==> config.mk <==
export PLATFORM = sky130hd
export DESIGN_NAME = fifo_sched
export DESIGN_NICKNAME = d
export VERILOG_FILES = /design/src/rtl/fifo_sched.sv
export SDC_FILE = /design/constraint.sdc
export NUM_CORES = 1
export LEC_CHECK = 0
export ABC_AREA = 0
export CAP_MARGIN = 20
export CORE_MARGIN = 2
export CORE_UTILIZATION = 30
export CTS_BUF_LIST = sky130_fd_sc_hd__clkbuf_16
export CTS_CLUSTER_SIZE = 14
export DETAILED_ROUTE_END_ITERATION = 8
export PLACE_DENSITY = 0.64
export SYNTH_ARGS = -nofsm -noshare
export SYNTH_HDL_FRONTEND = slang
export SYNTH_SLANG_ARGS = --single-unit
==> constraint.sdc <==
create_clock -name clk -period 1.8 [get_ports clk]
set_input_delay 0.54 -clock clk [delete_from_list [all_inputs] [get_ports clk]]
set_output_delay 0.54 -clock clk [all_outputs]
set_load 0.03 [all_outputs]
==> src/rtl/fifo_sched.sv <==
// Purpose : round-robin scheduler sharing one byte FIFO between two producers and one consumer.
// Latency : eligible in IDLE at cycle n -> one-cycle strobe/ack at n+1 -> GAP_CYCLES low -> IDLE at n+2+GAP_CYCLES.
// Backpres: producers hold wrN_req until wrN_ack; pops wait until the single-entry rd_valid/rd_data register is free.
//
// Ports:
//   clk, reset (async, active-low)
//   wr0_req/wr0_data/wr0_ack, wr1_req/wr1_data/wr1_ack : producer request/ack handshakes
//   rd_valid/rd_ready/rd_data                           : consumer valid-ready output register
//   fifo_push/fifo_pop/fifo_din                         : registered strobes and data to the FIFO
//   fifo_dout/fifo_full/fifo_empty                      : FIFO data and flags
`timescale 1ns/1ps
module fifo_sched #(
  parameter int GAP_CYCLES = 1
) (
  input  logic       clk,
  input  logic       reset,
  input  logic       wr0_req,
  input  logic [7:0] wr0_data,
  output logic       wr0_ack,
  input  logic       wr1_req,
  input  logic [7:0] wr1_data,
  output logic       wr1_ack,
  output logic       rd_valid,
  input  logic       rd_ready,
  output logic [7:0] rd_data,
  output logic       fifo_push,
  output logic       fifo_pop,
  output logic [7:0] fifo_din,
  input  logic [7:0] fifo_dout,
  input  logic       fifo_full,
  input  logic       fifo_empty
);

  typedef enum logic [1:0] {IDLE = 2'd0, STROBE = 2'd1, GAP = 2'd2} state_t;

  localparam logic [3:0] GAP_LAST = 4'(GAP_CYCLES - 1);

  state_t     state_q;
  logic [1:0] rr_q;
  logic [1:0] rr_d;
  logic [1:0] gnt_q;
  logic [1:0] gnt_idx;
  logic       gnt_vld;
  logic [3:0] elig;
  logic [1:0] cand1;
  logic [1:0] cand2;
  logic [3:0] gap_cnt_q;
  logic       push_q;
  logic       pop_q;
  logic       ack0_q;
  logic       ack1_q;
  logic       rd_valid_q;
  logic [7:0] din_q;
  logic [7:0] rd_data_q;

  function automatic logic [1:0] rr_next(input logic [1:0] v);
    return (v == 2'd2) ? 2'd0 : v + 2'd1;
  endfunction

  // Requester 2 is the read side; bit 3 is padding so a 2-bit index never
  // selects outside the vector.
  always_comb begin
    elig    = {1'b0, ~rd_valid_q & ~fifo_empty, wr1_req & ~fifo_full, wr0_req & ~fifo_full};
    cand1   = rr_next(rr_q);
    cand2   = rr_next(cand1);
    gnt_vld = 1'b1;
    gnt_idx = rr_q;
    if (elig[rr_q]) begin
      gnt_idx = rr_q;
    end else if (elig[cand1]) begin
      gnt_idx = cand1;
    end else if (elig[cand2]) begin
      gnt_idx = cand2;
    end else begin
      gnt_vld = 1'b0;
    end
    rr_d = gnt_vld ? rr_next(gnt_idx) : rr_q;
  end

  always_ff @(posedge clk or negedge reset) begin
    if (!reset) begin
      state_q    <= IDLE;
      rr_q       <= 2'd0;
      gnt_q      <= 2'd0;
      gap_cnt_q  <= 4'd0;
      push_q     <= 1'b0;
      pop_q      <= 1'b0;
      ack0_q     <= 1'b0;
      ack1_q     <= 1'b0;
      rd_valid_q <= 1'b0;
      din_q      <= 8'h00;
      rd_data_q  <= 8'h00;
    end else begin
      // Consumer handshake; a new pop can only be granted once this clears,
      // so the set below never collides with a pending byte.
      if (rd_valid_q && rd_ready) begin
        rd_valid_q <= 1'b0;
      end
      case (state_q)
        IDLE: begin
          rr_q <= rr_d;
          if (gnt_vld) begin
            state_q <= STROBE;
            gnt_q   <= gnt_idx;
            case (gnt_idx)
              2'd0: begin
                din_q  <= wr0_data;
                push_q <= 1'b1;
                ack0_q <= 1'b1;
              end
              2'd1: begin
                din_q  <= wr1_data;
                push_q <= 1'b1;
                ack1_q <= 1'b1;
              end
              default: begin
                pop_q <= 1'b1;
              end
            endcase
          end
        end
        STROBE: begin
          push_q    <= 1'b0;
          pop_q     <= 1'b0;
          ack0_q    <= 1'b0;
          ack1_q    <= 1'b0;
          gap_cnt_q <= 4'd0;
          state_q   <= GAP;
        end
        GAP: begin
          // The FIFO has presented the popped byte by the end of the gap.
          if (gap_cnt_q == GAP_LAST) begin
            state_q   <= IDLE;
            gap_cnt_q <= 4'd0;
            if (gnt_q == 2'd2) begin
              rd_data_q  <= fifo_dout;
              rd_valid_q <= 1'b1;
            end
          end else begin
            gap_cnt_q <= gap_cnt_q + 4'd1;
          end
        end
        default: begin
          state_q <= IDLE;
        end
      endcase
    end
  end

  assign wr0_ack   = ack0_q;
  assign wr1_ack   = ack1_q;
  assign fifo_push = push_q;
  assign fifo_pop  = pop_q;
  assign fifo_din  = din_q;
  assign rd_valid  = rd_valid_q;
  assign rd_data   = rd_data_q;

endmodule

# Yosys cells after proc, flatten, opt, wreduce, memory -nomap -nowiden
# Index checks and enable logic that the tools add are counted.
# op_classes
n_eq_ne,13
bitwise_logic,6
n_reduce_logical,16
n_mux,37
add_sub_neg,4
order_cmp,3
# ops
operator,n
1-bit two-way mux,18
3-bit AND reduction,6
2-bit two-way mux,8
8-bit case mux with 2 select lines,1
2-bit == test (second input constant),5
2-bit by 3-bit < comparator with 1-bit output (second input constant),3
2-bit inequality test (second input constant),4
1-bit case mux with 2 select lines,4
4-bit case mux with 2 select lines,1
2-bit by 1-bit adder with 2-bit output (second input constant),3
1-bit binary-select mux with 2-bit select,3
2-bit case mux with 3 select lines,1
2-bit nonzero test,3
4-bit by 1-bit adder with 4-bit output (second input constant),1
2-bit by 1-bit == test with 1-bit output (second input constant),2
2-bit zero test,2
4-bit zero test,1
4-bit two-way mux,1
2-bit by 1-bit inequality test with 1-bit output (second input constant),2
2-bit AND reduction,2
1-bit bitwise AND,3
1-bit NOT,3
2-bit OR reduction,1
1-bit logical AND,1
# totals
output_inout_bits,21
elab_cells,90
ff_bits,31
inputBits,31

# Depth between registers and ports, before layout
# logic_depth
word_depth,14
depth_mapped,7
ltp_nobuf,6

# Worst setup path after synthesis
# Ideal clock, no wire load.
# synth_path
kind,register to register
from,"register rd_valid_q, in the netlist rd_valid"
to,register gnt_q[0]
required_ps,1675
stages_incl_launch_ff,7
path_slack_ps,-126
n_path_buf,2
synth_period_minus_slack_ps,1926
setup_ps,125
arrival_time_ps,1801
path_cell_list,dfrtp_1 -> clkbuf_2 -> or3b_4 -> a31oi_4 -> buf_6 -> nand2_1 -> mux2_2
# synth_between
elab_chain_cells,8
elab_cells_between_ends,15
classes_between,12 x mux; 2 x bitwise; 1 x reduce/logical
# synth_rtl
item,line_no,source
start: declaration,52,logic rd_valid_q;
start signal: assignment,90,rd_valid_q <= 1'b0;
start signal: assignment,97,rd_valid_q <= 1'b0;
start signal: assignment,137,rd_valid_q <= 1'b1;
1-bit NOT (*),63,"elig = {1'b0, ~rd_valid_q & ~fifo_empty, wr1_req & ~fifo_full, wr0_req & ~fifo_full};"
1-bit bitwise AND (*),63,
1-bit binary-select mux with 2-bit select,72,end else if (elig[cand2]) begin
1-bit two-way mux (not written as such),72,
1-bit two-way mux,72,
1-bit two-way mux,70,end else if (elig[cand1]) begin
1-bit two-way mux,68,if (elig[rr_q]) begin
2-bit AND reduction (no line),-,
end signal: assignment,104,gnt_q <= gnt_idx;
end: declaration,41,logic [1:0] gnt_q;
# Mark *: on every way between the ends. The rest lies on a longest branch, timed or not. The select of a mux whose other input is x is not followed.
# A chain may end at the register's enable or synchronous reset.

# Worst setup path after layout
# layout_path
from,input port fifo_empty
to,"register ack0_q, in the netlist wr0_ack"
# layout_between
elab_chain_cells,10
elab_cells_between_ends,18
classes_between,2 x eq/ne; 12 x mux; 2 x bitwise; 2 x reduce/logical
# layout_rtl
item,line_no,source
start: declaration,31,input logic fifo_empty
1-bit NOT (*),63,
1-bit bitwise AND (*),63,
1-bit binary-select mux with 2-bit select,72,
1-bit two-way mux (not written as such),72,
2-bit two-way mux,72,
2-bit two-way mux,70,
2-bit two-way mux,68,
2-bit zero test,105,case (gnt_idx)
2-bit by 1-bit inequality test with 1-bit output (no line),-,
3-bit AND reduction (no line) (*),-,
end signal: assignment,88,ack0_q <= 1'b0;
end signal: assignment,109,ack0_q <= 1'b1;
end signal: assignment,125,ack0_q <= 1'b0;
end: declaration,50,logic ack0_q;
# Marked as above.

==> key figures <==
Status
  • Status: finished clean

Finish
  • Synth-to-Final Area Change: 57.97%
  • Layout cells sized above 1: 0.3167
  • Nets: 276
  • Antenna cells: 0

STA
  • Fmax: 566.4 MHz
  • Final WS setup: 0.03439 ns
  • Hold_ws: 0.4990 ns
  • Tmin final: 1.766 ns
  • Tightest Pin Transition: 0.4366 ns
  • Slew Viols, Final: 0
  • Slew headroom: 0.7043
  • Final hold vios: 0
  • Final setup violation count: 0
  • Final period util: 0.9809
  • Clock Skew: 0.005069 ns

Place
  • Dpl ws: -0.5177 ns
  • DP HPWL: 3114 µm
  • Port bufs: 51
  • GPL Wtd Cong: 0.7929

Logic synthesis
  • Cell variety after synth: 46
  • Synth async-reset ratio: 1.000
  • Register area share after synthesis: 0.4596
  • Ys flop type: dfrtp_1
  • Area contributors post-synth: dfrtp_1 46%, mux2_2 7.3%, ha_1 4.4%, o21ai_0 4.4%, nand3_1 3.9%
  • Synthesized area: 1688 µm²
  • Ys Warns: 0
  • Seq cells post-synth: 31
  • Syn Nets: 196
  • Post-synth EDFFs: 0
  • Post-Synthesis Cells: 159
  • Mean post-synth cell area: 10.62 µm²
  • Yosys top cell by area: dfrtp_1
  • Yosys top cell area share: 0.4596

Global routing
  • First-pass GRT wire length: 7093 µm
  • Vias in the first global route: 1495
  • Initial antenna violation count: 0
  • GRT overflow: 0
  • Largest net degree at the start of global routing: 32
  • Gr usage total: 0.1463

Clocking
  • Clock root cell: clkbuf_16
  • Max clock buf depth: 2
  • Clock Sinks: 31
  • # H-tree levels: 2
  • Reg clk slew, reported paths: 0.06 ns
  • Worst skew pair latency: 0.28 ns
  • CTS buffer count: 5
  • Post-CTS Hold Buffers: 0
  • TritonCTS clock tree: built

Power and ir drop
  • VDD IR max: 0.0008409 V
  • Leak: 1.192 nW
  • Power Density: 1634 nW/µm²

Drt
  • Vias per inst: 4.910
  • Antenna-violating nets left: 0
  • Drt pass-1 iters: 4
  • DR DRC count: 0
  • Via Count: 1532
  • 1st-iter DRT viols: 49
  • Drt wl/cell: 14.67 µm
  • WL final: 4576 µm

Job
  • MaxCap Viol Count: 0

Worst setup path
  • Max incr delay on CP: 0.40 ns
  • Setup crit start: fifo_empty
  • Arr. time, crit path: 1.93 ns
  • CP cell instances: dlygate4sd2_1, or3b_4, o21a_1, buf_4, a41o_2, o221a_2
  • Max FO, Critical Path: 3
  • Path type of the worst setup path: in -> reg
  • CP Launch Type: input port
  • Slowest CP cell: or3b_4
  • Worst reg2reg path depth: 5
  • Worst EP required: 1.96 ns
  • Worst reg2reg path startpoint: rd_valid
  • Crit. End Element: register

Floorplan
  • Die Area: 6243 µm²
  • Die W: 79.01 µm
  • Die height: 79.01 µm
  • Ports: 52
  • CORE AREA: 5473 µm²
  • Site Rows: 27
  • Starting Density: 0.3084

Min path
  • Worst min path class: reg -> reg
  • Hold path cells: 1
  • HP Start: rd_data[7]
-- cell type report --
type                    count  area [µm²]
well taps                  72       90.09
repair buffers             81       725.7
flip-flops and latches     31       778.2
clock inverters             3       12.51
fillers                   538        2806
multi-input cells         111       900.9
inverters                   9       33.78
clock buffers               5       125.1
-- worst max-delay path, delay by kind of cell --
kind                   cells  cell delay, ns
AND/OR/NAND/NOR            1            0.40
AO/OA/AOI/OAI              3            0.59
buffers and inverters      2            0.39
-- worst paths after layout --
check,to,slack (ns)
worst min register to register,rd_data[7],0.50
worst min-delay path,rd_data[7],0.50
min in group asynchronous,fifo_din[7],0.63
max in group asynchronous,rd_valid,0.98
worst max-delay path,wr0_ack,0.03
worst max register to register,wr0_ack,0.04
-- report_power, final --
group          switching, mW  internal [mW]  total, mW
logic                   1.28           1.04       2.33
clock network          0.302          0.499      0.801
registers              0.223           1.01       1.23
total                   1.81           2.55       4.36
-- cell usage after synthesis, types with 5 or more instances --
library cell,number
a21oi_1,12
dfrtp_1,31
clkbuf_1,5
o21ai_0,15
nand2_1,5
nand3_1,13
inv_1,9
a31oi_1,8
ha_1,6
mux2_2,11
-- per-stage QoR --
stage / power (mW) / TNS [ns] / utilization / area (µm²) / instances
2_1_floorplan: 2.681 / -0.06372 / - / 1709 / 159
3_3_place_gp: 3.564 / -7.297 / 0.4431 / 2425 / 295
3_5_place_dp: 3.589 / -7.393 / 0.4431 / 2425 / 295
4_1_cts: 4.341 / 0 / 0.4778 / 2615 / 308
5_1_grt: 4.653 / -0.1773 / 0.4872 / 2666 / 312
6_report: 4.357 / 0 / 0.4872 / 2666 / 312
-- placed cells by master, fill, tap and decap left out, types with 2 or more instances in the layout --
cell type        instances
nand3_1                 12
o21a_1                   2
and2_4                   2
dfrtp_2                  2
buf_4                   25
nor2_1                   2
o21ai_0                 13
a31o_2                   2
ha_1                     5
buf_6                    3
mux2_2                  10
dlygate4sd2_1           25
a31oi_4                  2
a21oi_1                 11
dfrtp_1                 29
a31oi_1                  7
nand2_1                  4
inv_2                    2
clkdlybuf4s50_1         26
o211ai_1                 2
inv_1                    8
clkbuf_16                5
-- cell families (layout without fill, tap and decap cells) --
| group | Yosys count | in the layout | synth area share |
|---|---|---|---|
| AOI/OAI and AO/OA | 59 | 59 | 0.2432 |
| and+or+nand+nor | 34 | 34 | 0.1260 |
| DFF | 31 | 31 | 0.4596 |
| buffers and inverters | 17 | 98 | 0.04744 |
| muxes | 12 | 12 | 0.07932 |
| adders and majority gates | 6 | 6 | 0.04448 |
-- flip-flops by register name, indices dropped and copies added, names as in the netlist --
| signal | cells |
|---|---|
| fifo_din | 8 |
| fifo_pop | 1 |
| fifo_push | 1 |
| gap_cnt_q | 4 |
| gnt_q | 2 |
| rd_data | 8 |
| rd_valid | 1 |
| rr_q | 2 |
| state_q | 2 |
| wr0_ack | 1 |
| wr1_ack | 1 |
-- metal layers --
| metal | track usage | vias to the layer above | routed length [µm] |
|---|---|---|---|
| met4 | 0.05517 | 0 | 90 |
| met2 | 0.2220 | 32 | 2197 |
| met1 | 0.1983 | 742 | 2143 |
| met3 | 0.04091 | 8 | 145 |
| li1 | - | 750 | - |
| met5 | 0 | - | 0 |
-- timing repair --
item / CTS / global route
gates resized for setup: 37 / 9
setup buffers: 5 / 3
endpoints found under the setup margin: 37 / 20
pin swaps: 4 / 3
hold endpoints to repair: 0 / 0
cloned: 0 / 1
Power figures use the tool's default switching activity.
